### src/rtl/fp32_to_int32_seq.sv
// Multi-cycle fp32 -> int32 converter, truncating toward zero.
// One alignment shift per clock, single operation in flight, valid/ready on both sides.
module fp32_to_int32_seq (
  input  logic        clk,
  input  logic        rst,
  input  logic        in_valid,
  output logic        in_ready,
  input  logic [31:0] fp_in,
  output logic        out_valid,
  input  logic        out_ready,
  output logic [31:0] int_out,
  output logic        overflow,
  output logic        inexact
);

  localparam int unsigned INT_W  = 32;
  localparam int unsigned EXP_W  = 8;
  localparam int unsigned MANT_W = 23;
  localparam int unsigned CNT_W  = 5;

  localparam logic [EXP_W-1:0] EXP_BIAS  = EXP_W'(127);
  localparam logic [EXP_W-1:0] EXP_ALIGN = EXP_W'(150);  // exponent at which 1.M is already an integer
  localparam logic [EXP_W-1:0] EXP_SAT   = EXP_W'(158);
  localparam logic [EXP_W-1:0] EXP_SPEC  = EXP_W'(255);

  localparam logic [INT_W-1:0] INT_MAX = INT_W'(32'h7FFF_FFFF);
  localparam logic [INT_W-1:0] INT_MIN = INT_W'(32'h8000_0000);

  typedef enum logic [2:0] {
    IDLE,
    CLASSIFY,
    SHIFT,
    FINISH,
    DONE
  } state_t;

  state_t              state, state_d;
  logic                sign_q, sign_d;
  logic [EXP_W-1:0]    exp_q, exp_d;
  logic [MANT_W-1:0]   mant_q, mant_d;
  logic [INT_W-1:0]    work_q, work_d;
  logic [CNT_W-1:0]    cnt_q, cnt_d;
  logic                left_q, left_d;
  logic                sticky_q, sticky_d;
  logic                sat_q, sat_d;
  logic                ovf_q, ovf_d;
  logic                out_valid_d;
  logic [INT_W-1:0]    int_out_d;
  logic                overflow_d;
  logic                inexact_d;

  // Operand classification, decoded from the latched fields
  logic                is_nan;
  logic                is_neg_min;
  logic                is_too_big;
  logic                is_small;
  logic                shift_left;
  logic [EXP_W-1:0]    shift_amt;
  logic [INT_W-1:0]    sat_word;

  always_comb begin
    is_nan     = (exp_q == EXP_SPEC) && (mant_q != '0);
    is_neg_min = sign_q && (exp_q == EXP_SAT) && (mant_q == '0);
    is_too_big = (exp_q >= EXP_SAT) && !is_neg_min;
    is_small   = (exp_q < EXP_BIAS);
    shift_left = (exp_q > EXP_ALIGN);
    shift_amt  = shift_left ? EXP_W'(exp_q - EXP_ALIGN) : EXP_W'(EXP_ALIGN - exp_q);
    sat_word   = (sign_q && !is_nan) ? INT_MIN : INT_MAX;
  end

  assign in_ready = (state == IDLE);

  // Next-state and datapath update
  always_comb begin
    state_d     = state;
    sign_d      = sign_q;
    exp_d       = exp_q;
    mant_d      = mant_q;
    work_d      = work_q;
    cnt_d       = cnt_q;
    left_d      = left_q;
    sticky_d    = sticky_q;
    sat_d       = sat_q;
    ovf_d       = ovf_q;
    out_valid_d = out_valid;
    int_out_d   = int_out;
    overflow_d  = overflow;
    inexact_d   = inexact;

    unique case (state)
      IDLE: begin
        if (in_valid) begin
          sign_d  = fp_in[31];
          exp_d   = fp_in[30:23];
          mant_d  = fp_in[22:0];
          state_d = CLASSIFY;
        end
      end

      CLASSIFY: begin
        sticky_d = 1'b0;
        sat_d    = 1'b0;
        ovf_d    = 1'b0;
        cnt_d    = '0;
        left_d   = 1'b0;
        if (is_too_big) begin
          work_d  = sat_word;
          sat_d   = 1'b1;
          ovf_d   = 1'b1;
          state_d = FINISH;
        end else if (is_neg_min) begin
          work_d  = INT_MIN;
          sat_d   = 1'b1;
          state_d = FINISH;
        end else if (is_small) begin
          work_d   = '0;
          sticky_d = (exp_q != '0) || (mant_q != '0);
          state_d  = FINISH;
        end else begin
          work_d  = {8'b0, 1'b1, mant_q};
          left_d  = shift_left;
          cnt_d   = CNT_W'(shift_amt);
          state_d = (shift_amt == '0) ? FINISH : SHIFT;
        end
      end

      SHIFT: begin
        if (left_q) begin
          work_d = {work_q[INT_W-2:0], 1'b0};
        end else begin
          work_d   = {1'b0, work_q[INT_W-1:1]};
          sticky_d = sticky_q | work_q[0];
        end
        cnt_d = cnt_q - CNT_W'(1);
        if (cnt_q == CNT_W'(1)) begin
          state_d = FINISH;
        end
      end

      FINISH: begin
        // Saturated words are already in final two's-complement form
        int_out_d   = (sign_q && !sat_q) ? (~work_q + INT_W'(1)) : work_q;
        overflow_d  = ovf_q;
        inexact_d   = sticky_q;
        out_valid_d = 1'b1;
        state_d     = DONE;
      end

      DONE: begin
        if (out_ready) begin
          out_valid_d = 1'b0;
          state_d     = IDLE;
        end
      end

      default: begin
        state_d = IDLE;
      end
    endcase
  end

  // State and datapath registers with synchronous reset
  always_ff @(posedge clk) begin
    if (rst) begin
      state     <= IDLE;
      sign_q    <= 1'b0;
      exp_q     <= '0;
      mant_q    <= '0;
      work_q    <= '0;
      cnt_q     <= '0;
      left_q    <= 1'b0;
      sticky_q  <= 1'b0;
      sat_q     <= 1'b0;
      ovf_q     <= 1'b0;
      out_valid <= 1'b0;
      int_out   <= '0;
      overflow  <= 1'b0;
      inexact   <= 1'b0;
    end else begin
      state     <= state_d;
      sign_q    <= sign_d;
      exp_q     <= exp_d;
      mant_q    <= mant_d;
      work_q    <= work_d;
      cnt_q     <= cnt_d;
      left_q    <= left_d;
      sticky_q  <= sticky_d;
      sat_q     <= sat_d;
      ovf_q     <= ovf_d;
      out_valid <= out_valid_d;
      int_out   <= int_out_d;
      overflow  <= overflow_d;
      inexact   <= inexact_d;
    end
  end

endmodule

### config.mk
export PLATFORM = sky130hd
export DESIGN_NAME = fp32_to_int32_seq
export DESIGN_NICKNAME = d
export VERILOG_FILES = /design/src/rtl/fp32_to_int32_seq.sv
export SDC_FILE = /design/constraint.sdc
export NUM_CORES = 1
export LEC_CHECK = 0
export ABC_AREA = 0
export CELL_PAD_IN_SITES_DETAIL_PLACEMENT = 1
export CELL_PAD_IN_SITES_GLOBAL_PLACEMENT = 2
export CORE_MARGIN = 1
export CORE_UTILIZATION = 33
export DETAILED_ROUTE_END_ITERATION = 8
export PLACE_DENSITY = 0.83
export RECOVER_POWER = 25
export SLEW_MARGIN = 10
export SYNTH_ARGS = -nofsm -noshare
export SYNTH_HDL_FRONTEND = slang
export SYNTH_SLANG_ARGS = --single-unit
export TNS_END_PERCENT = 20
### constraint.sdc
create_clock -name clk -period 2.4 [get_ports clk]
set_input_delay 0.72 -clock clk [delete_from_list [all_inputs] [get_ports clk]]
set_output_delay 0.72 -clock clk [all_outputs]
set_load 0.01 [all_outputs]
; After elaboration in Yosys (flattened, before gate mapping)
; Index checks and enable logic that the tools add are counted.
[word_totals]
ff_bits = 111
latchBits = 0
ram_bits = 0
romBits = 0
in_bits = 36
out_inout_bits = 36
wordCells = 88
memories = 0
[classes]
n_addsub = 4
n_mul = 0
div_mod_pow = 0
n_lt_le_gt_ge = 3
eq_ne = 11
n_shift = 0
mux = 33
n_bitwise = 2
n_reduce_logical = 21
[ops]
columns = cell, count
row1 = $mux 32, 5
row2 = $pmux 32 s2, 1
row3 = $add 32x1->32 const B, 1
row4 = $not 32->32, 1
row5 = $mux 24, 1
row6 = $logic_not 23->1, 1
row7 = $reduce_bool 23->1, 1
row8 = $eq 8x8->1 const B, 2
row9 = $mux 1, 15
row10 = $mux 5, 3
row11 = $pmux 3 s5, 1
row12 = $pmux 5 s2, 1
row13 = $mux 3, 3
row14 = $ge 8x8->1 const B, 1
row15 = $gt 8x8->1 const B, 1
row16 = $logic_not 8->1, 1
row17 = $lt 8x7->1 const B, 1
row18 = $mux 8, 1
row19 = $ne 2x2->1 const B, 4
row20 = $reduce_bool 8->1, 1
row21 = $sub 8x8->8 const A, 1
row22 = $sub 8x8->8 const B, 1
row23 = $eq 3x2->1 const B, 2
row24 = $logic_and 1x1->1, 6
row25 = other kinds (12), 18

; Depth between registers and ports, before layout
[depth]
ltp_word = 8
ltp_mapped = 10
mapped_depth_nobuf = 8

; Worst setup path before layout
; OpenSTA, ideal clock, no wires.
[synth_timing]
path_kind = register to register
from = register work_q[9]
to = register int_out[24]
setup_ns = 0.086
arrival_time_ns = 2.079
t_required_ns = 2.314
path_slack_ns = 0.236
path_stages_with_launch = 8
path_buffers = 1
period_less_slack_ns = 2.164
cell_sequence = dfxtp_1 > buf_6 > or4_4 > nor4_4 > nand4_4 > o31ai_4 > xor2_1 > a211oi_1
[synth_via]
elab_chain_len = 3
[synth_lines]
columns = element, line
row1 = "start, declared", 41  ; logic [INT_W-1:0] work_q, work_d;
row2 = "start signal, assigned", 184  ; work_q <= work_d;
row3 = $not 32->32, 142  ; int_out_d = (sign_q && !sat_q) ? (~work_q + INT_W'(1)) : work_q;
row4 = $add 32x1->32, 142
row5 = $mux 32, 142
row6 = "end signal, assigned", 191  ; int_out <= int_out_d;
row7 = "end, declared", 11  ; output logic [31:0] int_out,
; No other way between the ends.
; A chain may end at the register's enable or synchronous reset.

; Worst setup path in the final report
[layout_timing]
from = register state[1]
to = output port in_ready
[layout_via]
elab_chain_len = 1
[layout_lines]
columns = element, line
row1 = "start, declared", 37  ; state_t state, state_d;
row2 = "start signal, assigned", 180  ; state <= state_d;
row3 = $logic_not 3->1, 71  ; assign in_ready = (state == IDLE);
row4 = "end, declared", 7  ; output logic in_ready,
; No other way between the ends.

==> metrics.md <==
| Metric | Value |
|---|---|
| Average detailed-routed wire length per instance | between 15 and 20 um |
| Endpoint of the most critical setup path | in_ready |
| Largest delay contributor family on the critical path | buffers and inverters |
| Routability Congestion | between 0.8 and 0.9 |
| Number of distinct library cells after synthesis | 67 |
| Post-Syn Area per Cell | 7.978 um^2 |
| Number of vias after detailed routing | roughly 5400 |
| Number of detailed-route iterations in the first pass | 5 |
| Worst r2r src | work_q[5]$_SDFFE_PP0P_ |
| Skew-Pair Late Insertion Delay | between 300 and 400 ps |
| Sum of routed wire segments on met1 | 8427 um |
| Setup Viol. Count Final | 0 |
| DIE WIDTH | around 130 um |
| Hold Buf Count CTS | 0 |
| Share of layout cells above drive strength 1 | under 10% |
| Final non-filler cell total | 1012 |
| Start-to-end type of the worst setup path | flop to output port |
| Via/cell ratio | approximately 5.3 |
| Antenna violations before repair | 0 |
| Maximum clock insertion buffer count | 2 |
| Most used flip-flop cell after synthesis | sky130_fd_sc_hd__dfxtp_1 |
| Reg-to-Reg End | int_out[20]$_SDFFE_PP0P_ |
| Final Cycle Share | a little over nine tenths |
| Async set-reset flop share out of synthesis | 0% |
| Cell depth of the worst setup path | 2 |
| Cell Chain, Critical Path | nor3_2, clkdlybuf4s50_1 |
| Peak supply drop | 400.5 uV |
| Cell type with the highest aggregate area in the netlist | sky130_fd_sc_hd__dfxtp_1 |
| Net count after synthesis | about 770 |
| Leading cell type in the layout, fill and taps excluded | sky130_fd_sc_hd__dfxtp_1 |
| Post-route DRC violation count | 0 |
| Setup crit start kind | flop |
| Uppermost layer routed | met4 |
| Critical Path Slowest Stage Cell | sky130_fd_sc_hd__clkdlybuf4s50_1 |
| Total half-perimeter wirelength after legalization and detailed placement | 12310 um |
| Via count of the first global-routing pass | approximately 5300 |
| Cell Rows | 48 |
| Amount of wire on met2 after detailed routing | roughly 7700 um |
| Post-route minimum period | about 2300 ps |
| Sequential area share after synthesis | about two fifths |
| Leading cell types in the layout, fill and taps excluded | sky130_fd_sc_hd__dfxtp_1, sky130_fd_sc_hd__a21oi_1, sky130_fd_sc_hd__nand2_1 |
| Number of port buffers | 71 |
| Antenna-violating nets left | 0 |
| Diodes inserted | 0 |
| Flop and latch count out of synthesis | roughly 110 |
| Global-route wire length before repair | approximately 28000 um |
| Area share of the leading cell type in the synthesized netlist | between 30% and 40% |
| Drt first-iter violations | between 200 and 300 |
| Clock Sink Count | 111 |
| Number of instances in the placed design | 997 |
| Final standard cell utilization of the core | roughly two fifths |
| Cell area after technology mapping | about 0.0058 mm^2 |
| Data arrival time of the critical path | between 1500 and 2000 ps |
| GR Util All Layers | 19.36% |
| Max Freq | between 400 and 500 MHz |
| Status | complete, no violations |
| Measured slew at the worst slew-check pin | 678.9 ps |
| Pre-CTS setup slack | approximately 97 ps |
| Type of element capturing the critical path | output port |
| Count of warnings emitted by yosys | 0 |
| Grt total ovfl | 0 |
| Post-route cell area | between 0.007 and 0.008 mm^2 |
| Fillers | between 2000 and 2500 |
| Post-detailed-routing wire length | ~17000 um |
| Unrepaired setup endpoints after global routing | yes |
| Setup skew after layout | between 9 and 10 ps |
| Worst r2r path cells | 7 |
| Number of instances in the synthesized netlist | around 730 |
| Overall power after layout | 6.708 mW |
| Maximum number of pins on one net before global-route repair | 60 |
| Smallest setup slack after layout | 103.4 ps |
| Cell at the root of the clock tree | sky130_fd_sc_hd__clkbuf_16 |
| Register clock-pin slew on the reported worst setup and hold paths | ~70 ps |
| Final-layout setup total negative slack | 0 ps |
| Delay of the slowest critical-path stage | 570 ps |
| Required time at the endpoint of the critical path | 1680 ps |
| Wire length on met3 | ~570 um |
| Area growth from synthesis to layout | 24.18% |
| Number of hold violations in the final report | 0 |
| Number of buffers and inverters on the critical path | 1 |
| NumNets Final | 829 |
| First element of the critical path | state[1]$_SDFFE_PP0P_ |
| I/O pin cnt | between 70 and 80 |
| Max-slew violation total from the final report | 0 |
| Cells on Worst Hold Path | 2 |
| FF-to-FF setup slack | 150 ps |
| Power per cell area | ~930 mW/mm^2 |
| Post-detailed-placement cell area | approximately 0.007 mm^2 |
| Clock tree from TritonCTS | done |
| Die extent in y | approximately 130 um |
| Area contributors post-synth | sky130_fd_sc_hd__dfxtp_1, sky130_fd_sc_hd__a21oi_1, sky130_fd_sc_hd__nand2_1, sky130_fd_sc_hd__nor2_1, sky130_fd_sc_hd__mux2i_1 |
| Number of max-capacitance violations reported | 0 |
| Path class of the lowest-slack min-delay path | flop to flop |
| Starting Density | between 30% and 40% |
| Pleak | 2.397 nW |
| Deepest level of the CTS H-tree | 3 |
| Clock buffers created by TritonCTS | 9 |
| Hold slack final | 464.0 ps |
| Top fanout value on the critical path | 9 |
| Core area | about 0.017 mm^2 |
| Overall die area | roughly 0.018 mm^2 |
| EDFF count, synth | 0 |
| Max-Slew Margin vs Limit | a little over half |
==> layer usage <==
layer	vias to the layer above	track usage (%)
li1	2693	-
met1	2560	26.57
met2	103	30.77
met3	14	2.608
met4	0	7.303
met5	-	0
==> how the worst min path moves through the flow <==
stage | from | end | slack (ps)
2_1_floorplan | sticky_q$_SDFFE_PP0P_ | inexact$_SDFFE_PP0P_ | 430
3_3_place_gp | int_out[19]$_SDFFE_PP0P_ | int_out[19]$_SDFFE_PP0P_ | 440
3_5_place_dp | overflow$_SDFFE_PP0P_ | overflow$_SDFFE_PP0P_ | 450
4_1_cts | overflow$_SDFFE_PP0P_ | overflow$_SDFFE_PP0P_ | 460
5_1_grt | overflow$_SDFFE_PP0P_ | overflow$_SDFFE_PP0P_ | 490
6_report | int_out[0]$_SDFFE_PP0P_ | int_out[0]$_SDFFE_PP0P_ | 460
==> kinds of logic after synthesis <==
kind of cell	after synthesis	synth area share [%]
fa+ha+maj	10	2.163
mux	34	5.927
flops	111	38.42
simple gates	262	21.07
buf+inv	72	5.062
xor+xnor	31	4.694
compound gates	205	22.67
==> area by class of cell <==
type / instances / area (um^2) / area share [%]
Clock inverter: 3 / 43.79 / 0.6096
Tap cell: 225 / 281.5 / 3.919
Sequential cell: 111 / 2225 / 30.97
Clock buffer: 12 / 246.5 / 3.431
Inverter: 9 / 33.78 / 0.4703
Timing Repair Buffer: 110 / 1061 / 14.77
Multi-Input combinational cell: 542 / 3292 / 45.83
==> synthesized netlist by cell type (all sizes together), types with 5 or more instances <==
library cell	n
o21ai	16
or3	7
nor2b	5
nor2	92
xor2	16
clkbuf	52
nor4	7
and2	5
nand3	8
a21oi	98
ha	10
nand2	94
buf	11
mux2i	32
a211oi	30
nor3	17
xnor2	15
a221oi	19
dfxtp	111
inv	9
a31oi	6
==> worst reg2reg max path, cell delays in order, from the launching register on <==
cell	delay, ps
sky130_fd_sc_hd__dfxtp_1	370
sky130_fd_sc_hd__or4_1	660
sky130_fd_sc_hd__nor4_4	180
sky130_fd_sc_hd__buf_4	200
sky130_fd_sc_hd__and2b_1	180
sky130_fd_sc_hd__a31oi_1	120
sky130_fd_sc_hd__xnor2_1	310
sky130_fd_sc_hd__a211oi_2	110
==> what timing repair did <==
action | in CTS | in global routing
pin swaps | 0 | 1
setup endpoints to repair | 1 | 3
gates resized for setup | 1 | 6
buffers inserted | 0 | 0
==> registers in the layout, summed over array words and instances, names as in the netlist, 3 cells and up <==
name / count
state: 3
int_out: 32
cnt_q: 5
exp_q: 8
mant_q: 23
work_q: 32
==> power breakdown <==
group	switching, mW	internal (mW)	leakage [nW]
Combinational	1.58	1.17	1.35
Clock	0.686	0.834	0.143
Sequential	0.310	2.13	0.904
Note: power is estimated with default switching activity, not from simulation.
